$ cat config.mk
export PLATFORM = sky130hd
export DESIGN_NAME = int_ctrl
export DESIGN_NICKNAME = d
export VERILOG_FILES = /design/src/rtl/int_ctrl.sv
export SDC_FILE = /design/constraint.sdc
export NUM_CORES = 1
export LEC_CHECK = 0
export CAP_MARGIN = 25
export CORE_ASPECT_RATIO = 2
export CORE_UTILIZATION = 54
export DETAILED_ROUTE_END_ITERATION = 8
export GPL_TIMING_DRIVEN = 0
export PLACE_DENSITY = 0.95
export SLEW_MARGIN = 5
export SYNTH_ARGS = -nofsm -noshare
export SYNTH_HDL_FRONTEND = slang
export SYNTH_SLANG_ARGS = --single-unit
$ cat constraint.sdc
create_clock -name clk -period 6 [get_ports clk]
set_input_delay 1.5 -clock clk [delete_from_list [all_inputs] [get_ports clk]]
set_output_delay 1.5 -clock clk [all_outputs]
set_load 0.005 [all_outputs]
$ cat src/rtl/int_ctrl.sv
// int_ctrl: parametrised interrupt controller for the pipelined CPU.
// Each source is synchronised, edge-detected and latched as pending.
// Eligible pending sources are arbitrated and offered to the core through
// a request / acknowledge / return handshake. An unacknowledged request
// is withdrawn after TIMEOUT+1 cycles.
// Optional build macro INT_CTRL_RR_EN: when it is defined, arbitration is
// round-robin starting after the last serviced id. When it is undefined,
// arbitration is fixed priority and the lowest index wins.
module int_ctrl #(
    parameter int              NUM_SRC     = 4,
    parameter int              SYNC_STAGES = 2,
    parameter int              PC_W        = 32,
    parameter logic [PC_W-1:0] ARM_PC      = 32'h00000EA8,
    parameter int              TO_W        = 21,
    parameter logic [TO_W-1:0] TIMEOUT     = 21'h0EFFF,
    localparam int             ID_W        = $clog2(NUM_SRC)
) (
    input  logic               clk,
    input  logic               rstn,
    input  logic [NUM_SRC-1:0] src_i,
    input  logic [NUM_SRC-1:0] mask_i,
    input  logic [PC_W-1:0]    pc_i,
    input  logic               irq_ack_i,
    input  logic               ret_i,
    output logic               irq_o,
    output logic [ID_W-1:0]    irq_id_o,
    output logic               busy_o,
    output logic [NUM_SRC-1:0] pending_o,
    output logic               timeout_o
);

    typedef enum logic [1:0] {
        IDLE = 2'b00,
        REQ  = 2'b01,
        SERV = 2'b10
    } state_t;

    localparam logic [NUM_SRC-1:0] SRC_ZERO = {NUM_SRC{1'b0}};
    localparam logic [NUM_SRC-1:0] SRC_ONE  = {{(NUM_SRC-1){1'b0}}, 1'b1};
    localparam logic [ID_W-1:0]    ID_ZERO  = {ID_W{1'b0}};
    localparam logic [TO_W-1:0]    CNT_ZERO = {TO_W{1'b0}};
    localparam logic [TO_W-1:0]    CNT_ONE  = {{(TO_W-1){1'b0}}, 1'b1};

    logic [NUM_SRC-1:0] sync_r [SYNC_STAGES];
    logic [NUM_SRC-1:0] prev_r;
    logic [NUM_SRC-1:0] rise_s;
    logic [NUM_SRC-1:0] pending_r;
    logic [NUM_SRC-1:0] clr_s;
    logic [NUM_SRC-1:0] elig_s;
    logic               armed_s;
    logic [ID_W-1:0]    winner_s;
    logic               withdraw_s;

    state_t             state_r;
    logic               irq_r;
    logic [ID_W-1:0]    irq_id_r;
    logic               busy_r;
    logic               timeout_r;
    logic [TO_W-1:0]    cnt_r;

    // Fixed priority: the lowest set index wins.
    function automatic logic [ID_W-1:0] fp_pick(input logic [NUM_SRC-1:0] e);
        logic [ID_W-1:0] w;
        w = ID_ZERO;
        for (int i = NUM_SRC - 1; i >= 0; i--) begin
            if (e[i]) begin
                w = ID_W'(i);
            end else begin
                w = w;
            end
        end
        return w;
    endfunction

`ifdef INT_CTRL_RR_EN
    logic [ID_W-1:0] last_r;

    // Round robin: search from last+1 upward and wrap around to last.
    function automatic logic [ID_W-1:0] rr_pick(input logic [NUM_SRC-1:0] e,
                                                input logic [ID_W-1:0]    last);
        logic [ID_W-1:0] w;
        logic            found;
        int              idx;
        w     = ID_ZERO;
        found = 1'b0;
        for (int j = 1; j <= NUM_SRC; j++) begin
            idx = (int'(last) + j) % NUM_SRC;
            if (!found && e[idx]) begin
                w     = ID_W'(idx);
                found = 1'b1;
            end else begin
                w     = w;
                found = found;
            end
        end
        return w;
    endfunction

    // Remember the id taken by the core so the next search starts after it.
    always_ff @(posedge clk or negedge rstn) begin
        if (!rstn) begin
            last_r <= ID_W'(NUM_SRC - 1);
        end else if (state_r == REQ && irq_ack_i) begin
            last_r <= irq_id_r;
        end else begin
            last_r <= last_r;
        end
    end

    assign winner_s = rr_pick(elig_s, last_r);
`else
    assign winner_s = fp_pick(elig_s);
`endif

    assign rise_s  = sync_r[SYNC_STAGES-1] & ~prev_r;
    assign elig_s  = pending_r & mask_i;
    assign armed_s = (pc_i >= ARM_PC);

    // Synchronise the asynchronous sources and keep one delayed copy for edge detection.
    always_ff @(posedge clk or negedge rstn) begin
        if (!rstn) begin
            for (int s = 0; s < SYNC_STAGES; s++) begin
                sync_r[s] <= SRC_ZERO;
            end
            prev_r <= SRC_ZERO;
        end else begin
            sync_r[0] <= src_i;
            for (int s = 1; s < SYNC_STAGES; s++) begin
                sync_r[s] <= sync_r[s-1];
            end
            prev_r <= sync_r[SYNC_STAGES-1];
        end
    end

    // A request leaves REQ on acknowledge or on timeout, and either exit retires its pending bit.
    always_comb begin
        withdraw_s = 1'b0;
        clr_s      = SRC_ZERO;
        if (state_r == REQ && (irq_ack_i || cnt_r == TIMEOUT)) begin
            withdraw_s = 1'b1;
            clr_s      = SRC_ONE << irq_id_r;
        end else begin
            withdraw_s = 1'b0;
            clr_s      = SRC_ZERO;
        end
    end

    // Pending latches: a new edge takes precedence over a clear in the same cycle.
    always_ff @(posedge clk or negedge rstn) begin
        if (!rstn) begin
            pending_r <= SRC_ZERO;
        end else begin
            pending_r <= (pending_r & ~clr_s) | rise_s;
        end
    end

    // Handshake FSM with registered request, id, busy and timeout outputs.
    always_ff @(posedge clk or negedge rstn) begin
        if (!rstn) begin
            state_r   <= IDLE;
            irq_r     <= 1'b0;
            irq_id_r  <= ID_ZERO;
            busy_r    <= 1'b0;
            timeout_r <= 1'b0;
            cnt_r     <= CNT_ZERO;
        end else begin
            timeout_r <= 1'b0;
            case (state_r)
                IDLE: begin
                    busy_r <= 1'b0;
                    if ((|elig_s) && armed_s) begin
                        state_r  <= REQ;
                        irq_r    <= 1'b1;
                        irq_id_r <= winner_s;
                        cnt_r    <= CNT_ZERO;
                    end else begin
                        irq_r    <= 1'b0;
                    end
                end
                REQ: begin
                    if (irq_ack_i) begin
                        state_r <= SERV;
                        irq_r   <= 1'b0;
                        busy_r  <= 1'b1;
                    end else if (withdraw_s) begin
                        state_r   <= IDLE;
                        irq_r     <= 1'b0;
                        timeout_r <= 1'b1;
                    end else begin
                        cnt_r <= cnt_r + CNT_ONE;
                    end
                end
                SERV: begin
                    if (ret_i) begin
                        state_r <= IDLE;
                        busy_r  <= 1'b0;
                    end else begin
                        busy_r  <= 1'b1;
                    end
                end
                default: begin
                    state_r <= IDLE;
                    irq_r   <= 1'b0;
                    busy_r  <= 1'b0;
                end
            endcase
        end
    end

    assign irq_o     = irq_r;
    assign irq_id_o  = irq_id_r;
    assign busy_o    = busy_r;
    assign pending_o = pending_r;
    assign timeout_o = timeout_r;

endmodule
After elaboration in Yosys (flattened, before gate mapping):

Cells that the tools add are included.

* flip-flop bits (word level): 44
* ROM bits: 0
* RAM bits: 0
* memories: 0
* bits in latches: 0
* output and inout bits: 9
* bits of input ports: 44
* word-level logic and storage cells: 64

* shift operators: 1
* multipliers: 0
* mux-type cells: 25
* bitwise operators: 7
* divide/modulo/power cells: 0
* add/subtract/negate cells: 1
* order comparisons: 1
* equality and inequality tests: 9
* reduce and logical (&&, ||, !) cells: 10

Operator list (number)
* 21-bit 2-to-1 mux: 3
* 21-bit case mux with 2 select lines: 1
* 32-bit by 12-bit >= comparator with 1-bit output, second input constant: 1
* 21-bit by 1-bit adder with 21-bit output, second input constant: 1
* 21-bit by 16-bit == test with 1-bit output, second input constant: 1
* 2-bit 2-to-1 mux: 8
* 4-bit bitwise AND: 3
* 2-bit != test, second input constant: 5
* 1-bit 2-to-1 mux: 9
* 4-bit inverter: 2
* 2-bit case mux with 3 select lines: 1
* 4-bit 2-to-1 mux: 1
* 4-bit OR: 1
* 2-bit AND reduction: 2
* 4-bit AND reduction: 1
* 4-bit OR reduction: 1
* 1-bit by 2-bit left shift with 4-bit output, first input constant: 1
* 3-bit != test, second input constant: 1
* 1-bit case mux with 3 select lines: 1
* 3-bit AND reduction: 1
* 2-bit by 1-bit == test with 1-bit output, second input constant: 1
* 2-bit == test, second input constant: 1
* 1-bit logical AND: 2
* 2-bit logical NOT: 1
* other kinds (4): 4

Logic depth before layout (Yosys ltp):

Gate-level depths: netlist of run 1.

* word-level depth: 7
* gate-level depth with buffers: 8
* gate-level depth less buffers: 7

Worst setup path before layout of run 1:

Ideal clock, no wire load.

* path type: input -> register
* start point: input port pc_i[4]
* end point: register cnt_r[11]
* path slack: 3.042 ns
* setup time: 0.124 ns
* stages on the path: 7
* arrival time: 2.834 ns
* data required time: 5.876 ns
* buffers on the path: 2
* cells stage by stage: o21ai_1 a2111oi_4 o41ai_1 buf_2 or2_1 buf_6 a211o_1

* cells in the longest elaborated chain, start to end: 4

Ends and longest elaborated chain
* start: declaration: line 22 `input logic [PC_W-1:0] pc_i,`
* 32-bit by 12-bit >= comparator with 1-bit output: line 117 `assign armed_s = (pc_i >= ARM_PC);`
* 1-bit logical AND: line 171 `if ((|elig_s) && armed_s) begin`
* 2-bit != test (no source line)
* 4-bit AND reduction (no source line)
* end signal: assignment: line 190 `cnt_r <= cnt_r + CNT_ONE;`
* end: declaration: line 59 `logic [TO_W-1:0] cnt_r;`

Every way passes these cells.
A chain may end at the register's enable or synchronous reset.

Worst setup path in the final report of run 1:

* start point: input port pc_i[26]
* end point: register state_r[1]

* cells in the longest elaborated chain, start to end: 4

Ends and longest elaborated chain
* 32-bit by 12-bit >= comparator with 1-bit output: line 117
* 1-bit logical AND: line 171
* 2-bit != test (no source line)
* 3-bit AND reduction (no source line)
* end signal: assignment: line 172 `state_r <= REQ;`
* end signal: assignment: line 182 `state_r <= SERV;`
* end signal: assignment: line 186 `state_r <= IDLE;`
* end: declaration: line 54 `state_t state_r;`

Every way passes these cells.

==> impl_results.md, run 1 <==
* Grt ovf at 0
* First-pass GRT wire length at 10.3 mm
* Wirelength per Cell at 17.8 µm
* Post-Syn Nets at 284
* Pint at 630 µW
* Final Hold Fails at 0
* R2R depth at 8
* Top-count cell post-synth: dfrtp_1
* Status: completed
* CTS buffer count at 5
* Share of the synthesized area in the top cell type at 47.1%
* Layout area overhead at 28.5%
* Fin area at 3000 µm²
* Worst-margin pin slew at 0.519 ns
* Lkg Pwr at 1.27 nW
* Die Span X at 48.5 µm
* Post-synthesis compound-gate area fraction at 21.4%
* Ys async rst share at 100%
* Area leader, netlist: dfrtp_1
* Post-synth top cells: dfrtp_1, nand3_1, o21ai_0, o31ai_1
* Final TNS setup at 0 ns
* Bufs on Longest Clock Path at 2
* Die ar. at 4610 µm²
* Post-Syn Instances at 236
* Initial DRC count at 108
* Net load switching power at 429 µW
* Worst-skew pair later-pin latency at 0.30 ns
* Cell Pwr Density at 353 nW/µm²
* ANT nets after route at 0
* Tcrit/Tclk final at 56.5%
* Largest net degree at the start of global routing at 38
* Fin. max-slew vios at 0
* Worst slew margin at 65.2%
* RSZ-0062 raised after global routing: no
* Initial cell density of the core at 56.6%
* Comb power frac at 41.8%
* Port-buffer cells at 49
* Critical path endpoint category: register
* HP Class: reg -> reg
* Switching share of power at 40.5%
* Vias in the first global route at 2,231
* Min Hold Slack at 0.355 ns
* # nets final at 341
* HP Start: sync_r[6]
* Adder-Cell Fraction of Synth Area at 2.14%
* Gr usage total at 29.3%
* #FFs+latches synth at 44
* Via/cell ratio at 6.37
* Main combinational cell family by area after synthesis: simple AND/OR/NAND/NOR gates
* Worst vdd ir at 0.000259 V
* Worst hold path depth at 0
* Multi-input gate area at 1100 µm²
* First drt pass iteration count at 6
* Total power at 1.06 mW
* Critical path fanouts, max at 10
* Core outline area at 4130 µm²
* Reg-to-Reg Start: state_r[1]
* Post-CTS setup buffers at 0
* Hold Buf Count CTS at 0
* Vias at 2,205
* Largest cells by area after synthesis: dfrtp_1, o31ai_1, nand3_1
* Worst Setup Path Type: in -> reg
* Ports at 53
* Mean Syn Cell Area at 9.90 µm²
* Fin crit period at 3.39 ns
* Seq/Total Area, Yosys at 47.1%
* Diodes inserted at 0
* Max Freq at 295 MHz
* WP data arrival at 3.59 ns
* Initial antenna violation count at 0
* Seq pwr share at 39.4%
* CTS tree: built
* H-tree levels at 2
* Primary FF master, synth: dfrtp_1
* DIE HEIGHT at 95.0 µm
* CTS Root Cell: clkbuf_8
* Post-DP HPWL at 4.47 mm
* CTS Sinks at 44
* Reg area at 1100 µm²
* Mux contribution to synthesized area at 1.77%
* Simple-gate portion of the synthesized area at 21.9%
* Final Skew at 0.00410 ns
* Clock share of power at 18.7%
* Yosys warning count at 0
* # Max-Cap Violations at 0
* Xor/xnor share of the synthesized area at 0%
* Fillcell total at 290
* Total wire length at 6.14 mm
* Number of synthesized flops with an enable pin at 0
* R2r setup slk at 3.67 ns
* Crit path required time at 6.20 ns
* Mapped cell area at 2340 µm²
* Worst Setup Start Kind: primary input
* DRC Markers at 0
* Placer's final routability congestion estimate at 0.894
* Netlist cell types at 51
* Placed cell areas at 2910 µm²
* Row count at 33
* Clock-pin slew on the worst setup and hold paths at 0.09 ns
* R2r endpoint: cnt_r[5]
* Hold path endpoint: sync_r[2]
* Final setup fails at 0
* Fin util at 72.7%
* Share of cells above drive strength 1 at 9.18%
* PostCTS Resize Cnt at 0
## through the flow
step,setup slack (ns),cells
6_report,2.61,346
5_1_grt,2.44,346
4_1_cts,2.61,346
3_5_place_dp,2.30,338
3_3_place_gp,2.32,337
2_1_floorplan,3.04,236
## worst max-delay path, cell delays in order
cell             delay, ns
clkdlybuf4s50_1       0.40
nor4_1                0.31
nand3_1               0.14
o41ai_1               0.44
buf_2                 0.29
buf_2                 0.27
o21ai_0               0.13
o311ai_1              0.10
## how the worst max path moves through the flow
stage                  start         end  slack (ns)  cells after the start
finish              pc_i[26]  state_r[1]        2.61                      8
global route        pc_i[26]   cnt_r[18]        2.44                      8
global placement        rstn   cnt_r[10]        2.32                      1
detailed placement  pc_i[26]  state_r[1]        2.30                      8
CTS                 pc_i[26]  state_r[1]        2.61                      8
floorplan            pc_i[4]   cnt_r[11]        3.04                      7
## metal layers
metal	GRT usage (%)	wire length, µm
met5	0	0
met4	17.4	232
met3	4.63	371
met2	54.2	3340
met1	31.0	2200
## cells in the final DEF (no fill, tap or decap), drive strengths merged, types with 4 or more instances in the layout
cell,count
and3,6
inv,15
a211o,4
clkdlybuf4s50,48
o21ai,18
a21oi,6
or3,4
o31ai,14
ha,4
nor2,8
buf,11
nor4,8
nor3,5
clkbuf,9
nand3,18
o211ai,5
o41ai,6
nand2,13
nand2b,5
dfrtp,44
nand4,7
and2,4
## cells by family after synthesis
family / after synthesis
AND/OR/NAND/NOR: 90
AO/OA/AOI/OAI: 68
flip-flops: 44
buffers and inverters: 26
multiplexers: 4
adder cells (fa/ha/maj): 4
## flip-flops by register name, summed over array words and instances (netlist names)
register / cells
busy_o: 1
cnt_r: 21
irq_id_o: 2
irq_o: 1
pending_o: 4
prev_r: 4
state_r: 2
sync_r: 8
timeout_o: 1
## cell type report
class                   count  area share (%)
inverters                  13            1.63
clock inverters             3           0.875
flip-flops and latches     44            36.7
repair buffers             50            16.8
clock buffers               5            2.29
multi-input cells         166            36.7
well taps                  52            2.17
plain buffers              13            2.83
## power by group through the flow
stage / logic [mW] / registers (mW) / clock network (mW)
2_1_floorplan: 0.265 / 0.407 / 0
3_3_place_gp: 0.418 / 0.417 / 0
3_5_place_dp: 0.432 / 0.420 / 0
4_1_cts: 0.434 / 0.414 / 0.202
5_1_grt: 0.483 / 0.424 / 0.214
6_report: 0.443 / 0.418 / 0.199
Note: power is estimated with default switching activity, not from simulation.
==> inputs of run 2 (changes only) <==
--- a/config.mk
+++ b/config.mk
@@ -7,10 +7,10 @@
 export LEC_CHECK = 0
 export CAP_MARGIN = 25
 export CORE_ASPECT_RATIO = 2
-export CORE_UTILIZATION = 54
+export CORE_UTILIZATION = 50
 export DETAILED_ROUTE_END_ITERATION = 8
 export GPL_TIMING_DRIVEN = 0
-export PLACE_DENSITY = 0.95
+export PLACE_DENSITY = 0.91
 export SLEW_MARGIN = 5
 export SYNTH_ARGS = -nofsm -noshare
 export SYNTH_HDL_FRONTEND = slang
==> constraint.sdc (replaced) <==
create_clock -name clk -period 3.3 [get_ports clk]
set_input_delay 0.825 -clock clk [delete_from_list [all_inputs] [get_ports clk]]
set_output_delay 0.825 -clock clk [all_outputs]
set_load 0.005 [all_outputs]
==> impl_results.md, run 2 (synthesized netlist as in run 1, its figures left out) <==
* Most frequent cells in the layout: clkdlybuf4s50_1, dfrtp_1, nand3_1
* Fin crit period at 2.71 ns
* Via/cell ratio at 6.23
* Diodes inserted at 0
* CTS Sinks at 44
* # nets final at 341
* Tcrit/Tclk final at 82.0%
* Fin. max-slew vios at 0
* Cell Pwr Density at 656 nW/µm²
* Worst path max stage delay at 0.46 ns
* Reg-to-Reg Start: state_r[1]
* WP data arrival at 2.93 ns
* Wirelength per Cell at 17.3 µm
* Worst-margin pin slew at 0.547 ns
* Total wire length at 6.02 mm
* Worst Setup Start Kind: primary input
* Worst-path cell chain: clkdlybuf4s50_1 -> nor4_1 -> nand3_1 -> o41ai_1 -> buf_2 -> buf_2 -> o21ai_0 -> o211ai_1
* Slowest cell on crit path: o41ai_1
* HP Start: sync_r[5]
* Crit path launch: pc_i[31]
* Die ar. at 4970 µm²
* Critical path endpoint category: register
* Worst-skew pair later-pin latency at 0.31 ns
* Crit path max-delay family: buffers and inverters
* Die Span X at 50.3 µm
* DRC Markers at 0
* Initial cell density of the core at 52.8%
* Post-CTS setup buffers at 0
* Grt ovf at 0
* # Max-Cap Violations at 0
* Final TNS setup at 0 ns
* Initial DRC count at 83
* Max FFs per register at 21
* Most frequent CP cell: buf_2
* Largest net degree at the start of global routing at 37
* Crit path required time at 3.53 ns
* Hold Buf Count CTS at 0
* Row count at 34
* DIE HEIGHT at 98.7 µm
* Final Hold Fails at 0
* First drt pass iteration count at 4
* H-tree levels at 2
* PostCTS Resize Cnt at 0
* Port-buffer cells at 49
* ANT nets after route at 0
* Clock-pin slew on the worst setup and hold paths at 0.09 ns
* CTS Root Cell: clkbuf_8
* Bufs on Longest Clock Path at 2
* Layout area overhead at 29.5%
* Max Freq at 370 MHz
* RSZ-0062 raised after global routing: no
* Initial antenna violation count at 0
* Fin util at 68.4%
* CTS tree: built
* Lkg Pwr at 1.28 nW
* Worst vdd ir at 0.000536 V
* Buffer and inverter count on the worst path at 3
* Fin area at 3020 µm²
* Placed cell areas at 2910 µm²
* Share of cells above drive strength 1 at 9.18%
* Final Skew at 0.0125 ns
* Fillcell total at 336
* Vias in the first global route at 2,313
* Final setup fails at 0
* Status: completed
* CTS buffer count at 5
* Critical path fanouts, max at 10
* Worst Setup Path Type: in -> reg
* Placer's final routability congestion estimate at 0.985
* Commonest non-fill, non-tap cell in the layout: clkdlybuf4s50_1
* Post-DP HPWL at 4.44 mm
* Gr usage total at 26.6%
* Vias at 2,168
* First-pass GRT wire length at 10.2 mm
* Core outline area at 4420 µm²
* HP Class: reg -> reg
* Ports at 53
* Regs by FF count: cnt_r: 21 flops, sync_r: 8 flops
* Worst slew margin at 63.3%
* Most flop-heavy register: cnt_r
-- run 2: worst paths after layout --
kind / end / slack [ns] / cells after the start
min reg2reg: sync_r[1] / 0.35 / 0
max reg2reg: cnt_r[5] / 0.97 / 8
min in group asynchronous: sync_r[5] / 0.37 / 1
max: cnt_r[12] / 0.59 / 8
max in group asynchronous: cnt_r[11] / 2.47 / 2
min: sync_r[1] / 0.35 / 0
-- run 2: layer usage --
layer  track usage (%)  up-vias  wire length [µm]
li1                  -     1013                 -
met3              3.55       19               289
met5                 0        -                 0
met1              28.2     1065              2190
met4              12.6        0               191
met2              49.5       71              3350
-- run 2: worst register-to-register path, stage by stage, from the launching register on --
cell	delay, ns
dfrtp_1	0.40
inv_1	0.08
ha_1	0.26
inv_1	0.13
clkbuf_1	0.41
clkbuf_1	0.43
nor2_1	0.10
o31ai_1	0.25
o41ai_2	0.12
-- run 2: cell type report --
type | count | area [µm²] | share of cell area [%]
multi-input cells | 166 | 1100 | 36.4
inverters | 13 | 48.8 | 1.61
flip-flops and latches | 44 | 1100 | 36.4
well taps | 54 | 67.6 | 2.23
repair buffers | 50 | 505 | 16.7
clock buffers | 5 | 68.8 | 2.28
clock inverters | 3 | 46.3 | 1.53
plain buffers | 13 | 85.1 | 2.81
-- run 2: stage by stage --
stage                     cells  setup WS [ns]  hold WS (ns)  power, mW
after floorplan             236           1.02         0.331       1.22
after global placement      339          0.283         0.335       1.52
after detailed placement    340          0.302         0.339       1.55
after CTS                   348          0.611         0.359       1.98
after global routing        348          0.415         0.363       2.10
final                       348          0.594         0.355       1.98
-- run 2: where the power goes --
group          total [mW]  internal (mW)  switching (mW)
sequential          0.762          0.644           0.117
combinational       0.801          0.347           0.454
clock               0.422          0.228           0.194
